File: src/rtl/rpn_stack_ctrl.sv
// RPN token sequencer driving an external LIFO: pushes operands, pops two words
// per operator, computes a op b and pushes the result back.
module rpn_stack_ctrl #(
   parameter int DW    = 4,
   parameter int DEPTH = 8
) (
   input  logic                     clk,
   input  logic                     rst,
   input  logic                     tok_valid,
   output logic                     tok_ready,
   input  logic                     tok_is_op,
   input  logic [1:0]               tok_op,
   input  logic [DW-1:0]            tok_data,
   output logic                     stk_push,
   output logic                     stk_pop,
   output logic [DW-1:0]            stk_din,
   input  logic [DW-1:0]            stk_dout,
   output logic [DW-1:0]            result,
   output logic                     result_vld,
   output logic [$clog2(DEPTH):0]   depth,
   output logic                     err_under,
   output logic                     err_over,
   input  logic                     err_clr
);

   localparam int AW = $clog2(DEPTH) + 1;

   localparam logic [2:0] IDLE  = 3'd0;
   localparam logic [2:0] PUSH  = 3'd1;
   localparam logic [2:0] POP_B = 3'd2;
   localparam logic [2:0] CAP_B = 3'd3;
   localparam logic [2:0] POP_A = 3'd4;
   localparam logic [2:0] CAP_A = 3'd5;
   localparam logic [2:0] EXEC  = 3'd6;

   localparam logic [AW-1:0] FULL = AW'(DEPTH);
   localparam logic [AW-1:0] TWO  = AW'(2);
   localparam logic [AW-1:0] ONE  = AW'(1);

   logic [2:0]    state;
   logic [1:0]    op_r;
   logic [DW-1:0] a_r;
   logic [DW-1:0] b_r;
   logic [DW-1:0] alu;
   logic          from_op;
   logic          accept;
   logic          set_under;
   logic          set_over;

   assign tok_ready  = (state == IDLE);
   assign stk_push   = (state == PUSH);
   assign stk_pop    = (state == POP_B) || (state == POP_A);
   assign result_vld = (state == PUSH) && from_op;
   assign accept     = tok_valid && tok_ready;
   assign set_under  = accept && tok_is_op && (depth < TWO);
   assign set_over   = accept && !tok_is_op && (depth == FULL);

   always_comb begin
      alu = '0;
      case (op_r)
         2'b00:   alu = a_r + b_r;
         2'b01:   alu = a_r - b_r;
         2'b10:   alu = a_r & b_r;
         default: alu = a_r ^ b_r;
      endcase
   end

   always_ff @(posedge clk) begin
      if (rst) begin
         state     <= IDLE;
         depth     <= '0;
         result    <= '0;
         stk_din   <= '0;
         op_r      <= '0;
         a_r       <= '0;
         b_r       <= '0;
         from_op   <= 1'b0;
         err_under <= 1'b0;
         err_over  <= 1'b0;
      end else begin
         // Setting an error takes priority over a simultaneous clear.
         err_under <= set_under || (err_under && !err_clr);
         err_over  <= set_over  || (err_over  && !err_clr);
         case (state)
            IDLE: begin
               from_op <= 1'b0;
               if (accept) begin
                  if (tok_is_op) begin
                     if (!set_under) begin
                        op_r  <= tok_op;
                        state <= POP_B;
                     end
                  end else if (!set_over) begin
                     stk_din <= tok_data;
                     state   <= PUSH;
                  end
               end
            end
            PUSH: begin
               depth <= depth + ONE;
               state <= IDLE;
            end
            POP_B: begin
               depth <= depth - ONE;
               state <= CAP_B;
            end
            CAP_B: begin
               b_r   <= stk_dout;
               state <= POP_A;
            end
            POP_A: begin
               depth <= depth - ONE;
               state <= CAP_A;
            end
            CAP_A: begin
               a_r   <= stk_dout;
               state <= EXEC;
            end
            EXEC: begin
               result  <= alu;
               stk_din <= alu;
               from_op <= 1'b1;
               state   <= PUSH;
            end
            default: state <= IDLE;
         endcase
      end
   end

endmodule

File: config.mk
export PLATFORM = sky130hd
export DESIGN_NAME = rpn_stack_ctrl
export DESIGN_NICKNAME = d
export VERILOG_FILES = /design/src/rtl/rpn_stack_ctrl.sv
export SDC_FILE = /design/constraint.sdc
export NUM_CORES = 1
export LEC_CHECK = 0
export BUFFER_PORTS_ARGS = -buffer_cell sky130_fd_sc_hd__buf_2
export CAP_MARGIN = 40
export CORE_UTILIZATION = 50
export CTS_CLUSTER_DIAMETER = 150
export DETAILED_ROUTE_END_ITERATION = 6
export PLACE_DENSITY = 0.74
export SLEW_MARGIN = 20
export SYNTH_ARGS = -nofsm -noshare
export SYNTH_HDL_FRONTEND = slang
export SYNTH_SLANG_ARGS = --single-unit
File: constraint.sdc
create_clock -name clk -period 6.6 [get_ports clk]
set_input_delay 0.66 -clock clk [delete_from_list [all_inputs] [get_ports clk]]
set_output_delay 0.66 -clock clk [all_outputs]
set_load 0.1 [all_outputs]
# Yosys cells after proc, flatten, opt, wreduce, memory -nomap -nowiden
# Cells that the tools add are included.
classes:
  add_sub_neg: 4
  n_eq_ne: 14
  magnitude_cmp: 1
  n_mux: 12
  bitwise_logic: 3
  n_reduce_logical: 21
ops:
  columns: ["op", "n"]
  rows:
  - ["$pmux W3 S6", 1]
  - ["$pmux W4 S2", 2]
  - ["$mux W3", 4]
  - ["$mux W4", 3]
  - ["$pmux W4 S3", 1]
  - ["$eq A3 B3 Y1 const B", 3]
  - ["$logic_and A1 B1 Y1", 8]
  - ["$reduce_and A4 Y1", 2]
  - ["$eq A3 B2 Y1 const B", 2]
  - ["$ne A3 B3 Y1 const B", 2]
  - ["$add A4 B1 Y4 const B", 1]
  - ["$add A4 B4 Y4", 1]
  - ["$and A4 B4 Y4", 1]
  - ["$eq A4 B4 Y1 const B", 1]
  - ["$lt A4 B2 Y1 const B", 1]
  - ["$ne A2 B2 Y1 const B", 2]
  - ["$reduce_bool A2 Y1", 2]
  - ["$sub A4 B1 Y4 const B", 1]
  - ["$sub A4 B4 Y4", 1]
  - ["$xor A4 B4 Y4", 1]
  - ["$eq A3 B1 Y1 const B", 1]
  - ["$logic_not A3 Y1", 1]
  - ["$logic_or A1 B1 Y1", 3]
  - ["$reduce_and A3 Y1", 1]
  - ["8 further kinds", 9]
totals:
  word_cells: 65
  reg_bits: 28
  inputBits: 15

# Depth between registers and ports, before layout
depth:
  word_depth: 8
  mapped_depth: 11
  depth_no_buf: 11

# Least setup slack after synthesis
# Ideal clock, no wire load.
synth_timing:
  kind: "reg-to-reg"
  startpoint: "register state[1]"
  endpoint: "register depth[3]"
  stages_incl_launch_ff: 10
  t_arrival_ns: 2.811
  setup_ns: 0.128
  required_ns: 6.472
  n_path_buf: 1
  slack_ns: 3.662
  cell_sequence: "dfxtp_1 buf_4 nand2b_1 a21oi_2 ha_1 a21o_2 a21oi_1 mux2i_1 xor2_1 nor2_1"
synth_between:
  elab_chain_len: 3
synth_rtl:
  columns: ["element", "line", "rtl"]
  rows:
  - ["start: declaration", "40", "logic [2:0] state;"]
  - ["start signal: assignment", "70", "state <= IDLE;"]
  - ["start signal: assignment", "91", "state <= POP_B;"]
  - ["start signal: assignment", "95", "state <= PUSH;"]
  - ["$eq A3 B2 Y1 or $eq A3 B3 Y1 (tied branches)", "84", "case (state)"]
  - ["$reduce_or A2 Y1 (no line)", null, null]
  - ["$pmux W4 S2 or $reduce_bool A2 Y1 (tied branches)", null, null]
  - ["end signal: assignment", "100", "depth <= depth + ONE;"]
  - ["end signal: assignment", "104", "depth <= depth - ONE;"]
  - ["end signal: assignment", "112", "depth <= depth - ONE;"]
  - ["end: declaration", "20", "output logic [$clog2(DEPTH):0] depth,"]
# Several ways; a longest one is shown, not always the timed one.
# A chain may end at the register's enable or synchronous reset.

# Worst setup path in the final report
layout_timing:
  startpoint: "register state[2]"
  endpoint: "output port stk_pop"
layout_between:
  elab_chain_len: 2
layout_rtl:
  columns: ["element", "line", "rtl"]
  rows:
  - ["$eq A3 B2 Y1 or $eq A3 B3 Y1 (tied branches)", "52", "assign stk_pop = (state == POP_B) || (state == POP_A);"]
  - ["$logic_or A1 B1 Y1 (*)", "52", null]
  - ["end: declaration", "15", "output logic stk_pop,"]
# Mark *: on every way between the ends. The rest lies on a longest branch, timed or not.

==> metrics list <==
* Outcome: complete, no violations
- Detailed placement finished with a half-perimeter wire length of 2460 um.
* Worst EP required: 5940 ps
- Largest net degree at the start of global routing: 28
* Depth of the worst register-to-register path: 9
- For this run the aggregate overflow at the end of global routing stands at 0.
* Max-cap viol count: 0
* RSZ-0062 raised after global routing: no
* Maximum clock insertion buffer count: 2
- Routability-driven placement finished with a final weighted congestion of 0.778.
* CP arrival: 1870 ps
- Post-synth EDFFs: 0
* Maximum vdd drop: 0.138 mV
- Across all layers, the routed design uses 1282 vias.
* Initial DRT Pass Iterations: 4
* Final hold violation count: 0
- For the pin with the worst max-slew slack, the measured transition is 513 ps.
* Buffers inserted by post-CTS timing repair: 0
- Largest fanout on the critical path: 10
- Total negative slack: 0 ps
* Most used DFF post-synth: dfxtp_1
- Proportion of register bits with asynchronous set or reset after synthesis: 0
* Highest clock frequency the design can meet: 396 MHz
* R2r setup slk: 4220 ps
- Netlist area before placement: 1590 um^2
* Power Density: 254 nW/um^2
* Netlist cell types: 44
- The area growth from synthesis to layout is 13.6%.
- The detail route stage leaves a number of antenna-violating nets equal to 0.
- The total area inside the core boundary comes to 3030 um^2.
- The number of slew-limit violations in the final report is 0.
- For this run, the post-layout net count is 229.
* Startpoint of the worst hold path: err_under
- Setup violations remaining at the end of the flow were counted as 0.
- Overall routed net length: 3140 um
- Number of gates resized after cts: 0
- The worst register-to-register path ends at stk_din[3].
- Synthesis produced a netlist whose cell count is 174.
- Post-synthesis net count: 201
* Static Leak: 0.845 nW
- After clock tree synthesis, the clock-pin slew on the worst setup and hold paths is 150 ps.
* Overall fraction of global-route tracks in use: 0.194
- Reg2Reg Launch Point: op_r[0]
* Category of the critical setup timing path: reg -> out
* Y dimension of the die: 58.3 um
- For this design, the sink count on the clock tree is 28.
- The repair_antennas step left the layout with diodes totalling 0.
- Vias per inst: 5.23
- Flip-flop and latch count after synthesis: 28
- Final critical-path share of the clock period: 0.383
* Worst skew pair latency: 340 ps
* Min-Delay Endpoint: err_under
- After floorplanning, the core was divided into 20 placement rows.
- Slack of the critical path: 4070 ps
- The initial utilization of the core area, before any placement, comes to 0.524.
- A synthesized cell averages 9.12 um^2.
- Measured along the x axis, the die boundary spans 58.3 um.
- The share of the Yosys chip area taken by registers is 0.353.
- First-pass GRT wire length: 5040 um
- The clock arrives with 4.37 ps of skew.
- Routed length per instance: 12.8 um
- CTS built an H-tree with a depth of 1.
- The via count of the first global-routing pass is 1167.
- Layout fillers: 281
* Yosys synthesis warning count: 0
* TritonCTS clock tree: yes
- Headroom to the max-slew limit came out at 0.656.
- Number of DRC markers after the initial detailed-route iteration: 45
- The tightest min-delay check is of the reg -> reg type.
- Boundary Pins: 33
- In this run, post-CTS hold repair placed 0 buffers.
- The routed design could run at a clock period as short as 2530 ps.
- The worst hold path passes through 2 cells.
* DRC viols: 0
- The die covers 3400 um^2.
* Critical Path Sink Type: output port
- Number of antenna violations at the first check in global routing: 0
- At the placement stage, the worst setup path has a slack of 4240 ps.
- Input and output buffers added on the ports amount to 32.
- STA classifies the critical path startpoint as a flip-flop.
- The cell sitting at the root of the clock tree is a clkbuf_4.
- In the final layout, the share of cells above drive strength 1 is 0.239.
* Clock buffers created by TritonCTS: 3
## cells by family after synthesis
group                    share of synthesized area
XOR/XNOR                                    0.0331
flip-flops                                   0.353
multiplexers                                0.0765
AND/OR/NAND/NOR                              0.218
adder cells (fa/ha/maj)                      0.104
buffers and inverters                       0.0536
AO/OA/AOI/OAI                                0.161
## through the flow
step | instance area (um^2) | hold slack [ps] | std cells | utilization | power, mW
floorplan | 1590 | 464 | 174 | - | 0.325
CTS | 1800 | 465 | 245 | 0.595 | 0.464
global route | 1800 | 479 | 245 | 0.595 | 0.479
finish | 1800 | 463 | 245 | 0.595 | 0.458
global placement | 1750 | 439 | 241 | 0.578 | 0.344
detailed placement | 1750 | 446 | 241 | 0.578 | 0.348
## layout by cell type (no fill, tap or decap), drive strengths merged, types with 2 or more instances in the layout
| cell type | Yosys | final |
|---|---|---|
| buf | 8 | 32 |
| dfxtp | 28 | 28 |
| nor2 | 28 | 28 |
| a21oi | 15 | 15 |
| mux2i | 11 | 11 |
| ha | 10 | 10 |
| inv | 9 | 9 |
| nand2b | 7 | 7 |
| nand2 | 6 | 6 |
| o21ai | 6 | 6 |
| a211oi | 5 | 5 |
| nand3b | 4 | 4 |
| o211ai | 4 | 4 |
| xor2 | 3 | 3 |
| xnor2 | 3 | 3 |
| clkbuf | 1 | 3 |
| nor3 | 3 | 3 |
| nand3 | 3 | 3 |
| and3 | 2 | 2 |
| fa | 2 | 2 |
## registers in the layout (all words and copies together), names as in the netlist
register	cells
result	4
err_under	1
op_r	2
depth	4
state	3
err_over	1
stk_din	4
b_r	4
a_r	4
from_op	1
## routing by layer
layer  track usage  vias up  wire, um
met5             0        -         0
met4        0.0884        0        25
met3        0.0242        4       106
met2         0.330       26      1550
met1         0.247      599      1460
li1              -      653         -
## layout make-up
class / instances / area (um^2) / area share
clock buffer: 3 / 22.5 / 0.0125
multi-input combinational: 128 / 941 / 0.522
tap: 44 / 55.1 / 0.0305
inverter: 9 / 33.8 / 0.0187
clock inverter: 1 / 30.0 / 0.0167
timing repair buffer: 32 / 160 / 0.0888
sequential: 28 / 561 / 0.311
## critical path, cell delays in order, from the launching register on
cell      delay (ps)
dfxtp_1          580
nand2b_1         140
a21oi_2          310
buf_2            490
## worst max path at each step
stage                   from          to  slack [ps]
floorplan           state[1]    depth[3]        3660
global placement     op_r[0]  stk_din[3]        4370
detailed placement   op_r[0]  stk_din[3]        4240
CTS                 state[2]     stk_pop        4060
global route        state[2]     stk_pop        3970
finish              state[2]     stk_pop        4070
## synthesized netlist by cell type, types with 2 or more instances
master,count,share of area
nand2_1,6,0.014
nand3b_1,4,0.019
buf_1,2,0.0047
buf_2,2,0.0063
mux2i_1,11,0.069
buf_4,4,0.019
xnor2_1,3,0.017
o21ai_0,6,0.019
o211ai_1,4,0.019
nor3_1,2,0.0063
xor2_1,3,0.017
ha_1,10,0.079
a21oi_2,2,0.011
inv_1,9,0.021
dfxtp_1,28,0.35
nand3_1,2,0.0063
and3_1,2,0.0079
a211oi_1,5,0.024
nand2b_1,6,0.024
nor2_1,27,0.064
a21oi_1,12,0.038
fa_1,2,0.025
## power by group
part	switching (mW)	internal [mW]
Clock	0.0527	0.0615
Combinational	0.113	0.0356
Sequential	0.0158	0.179
(Power assumes the default switching activity.)
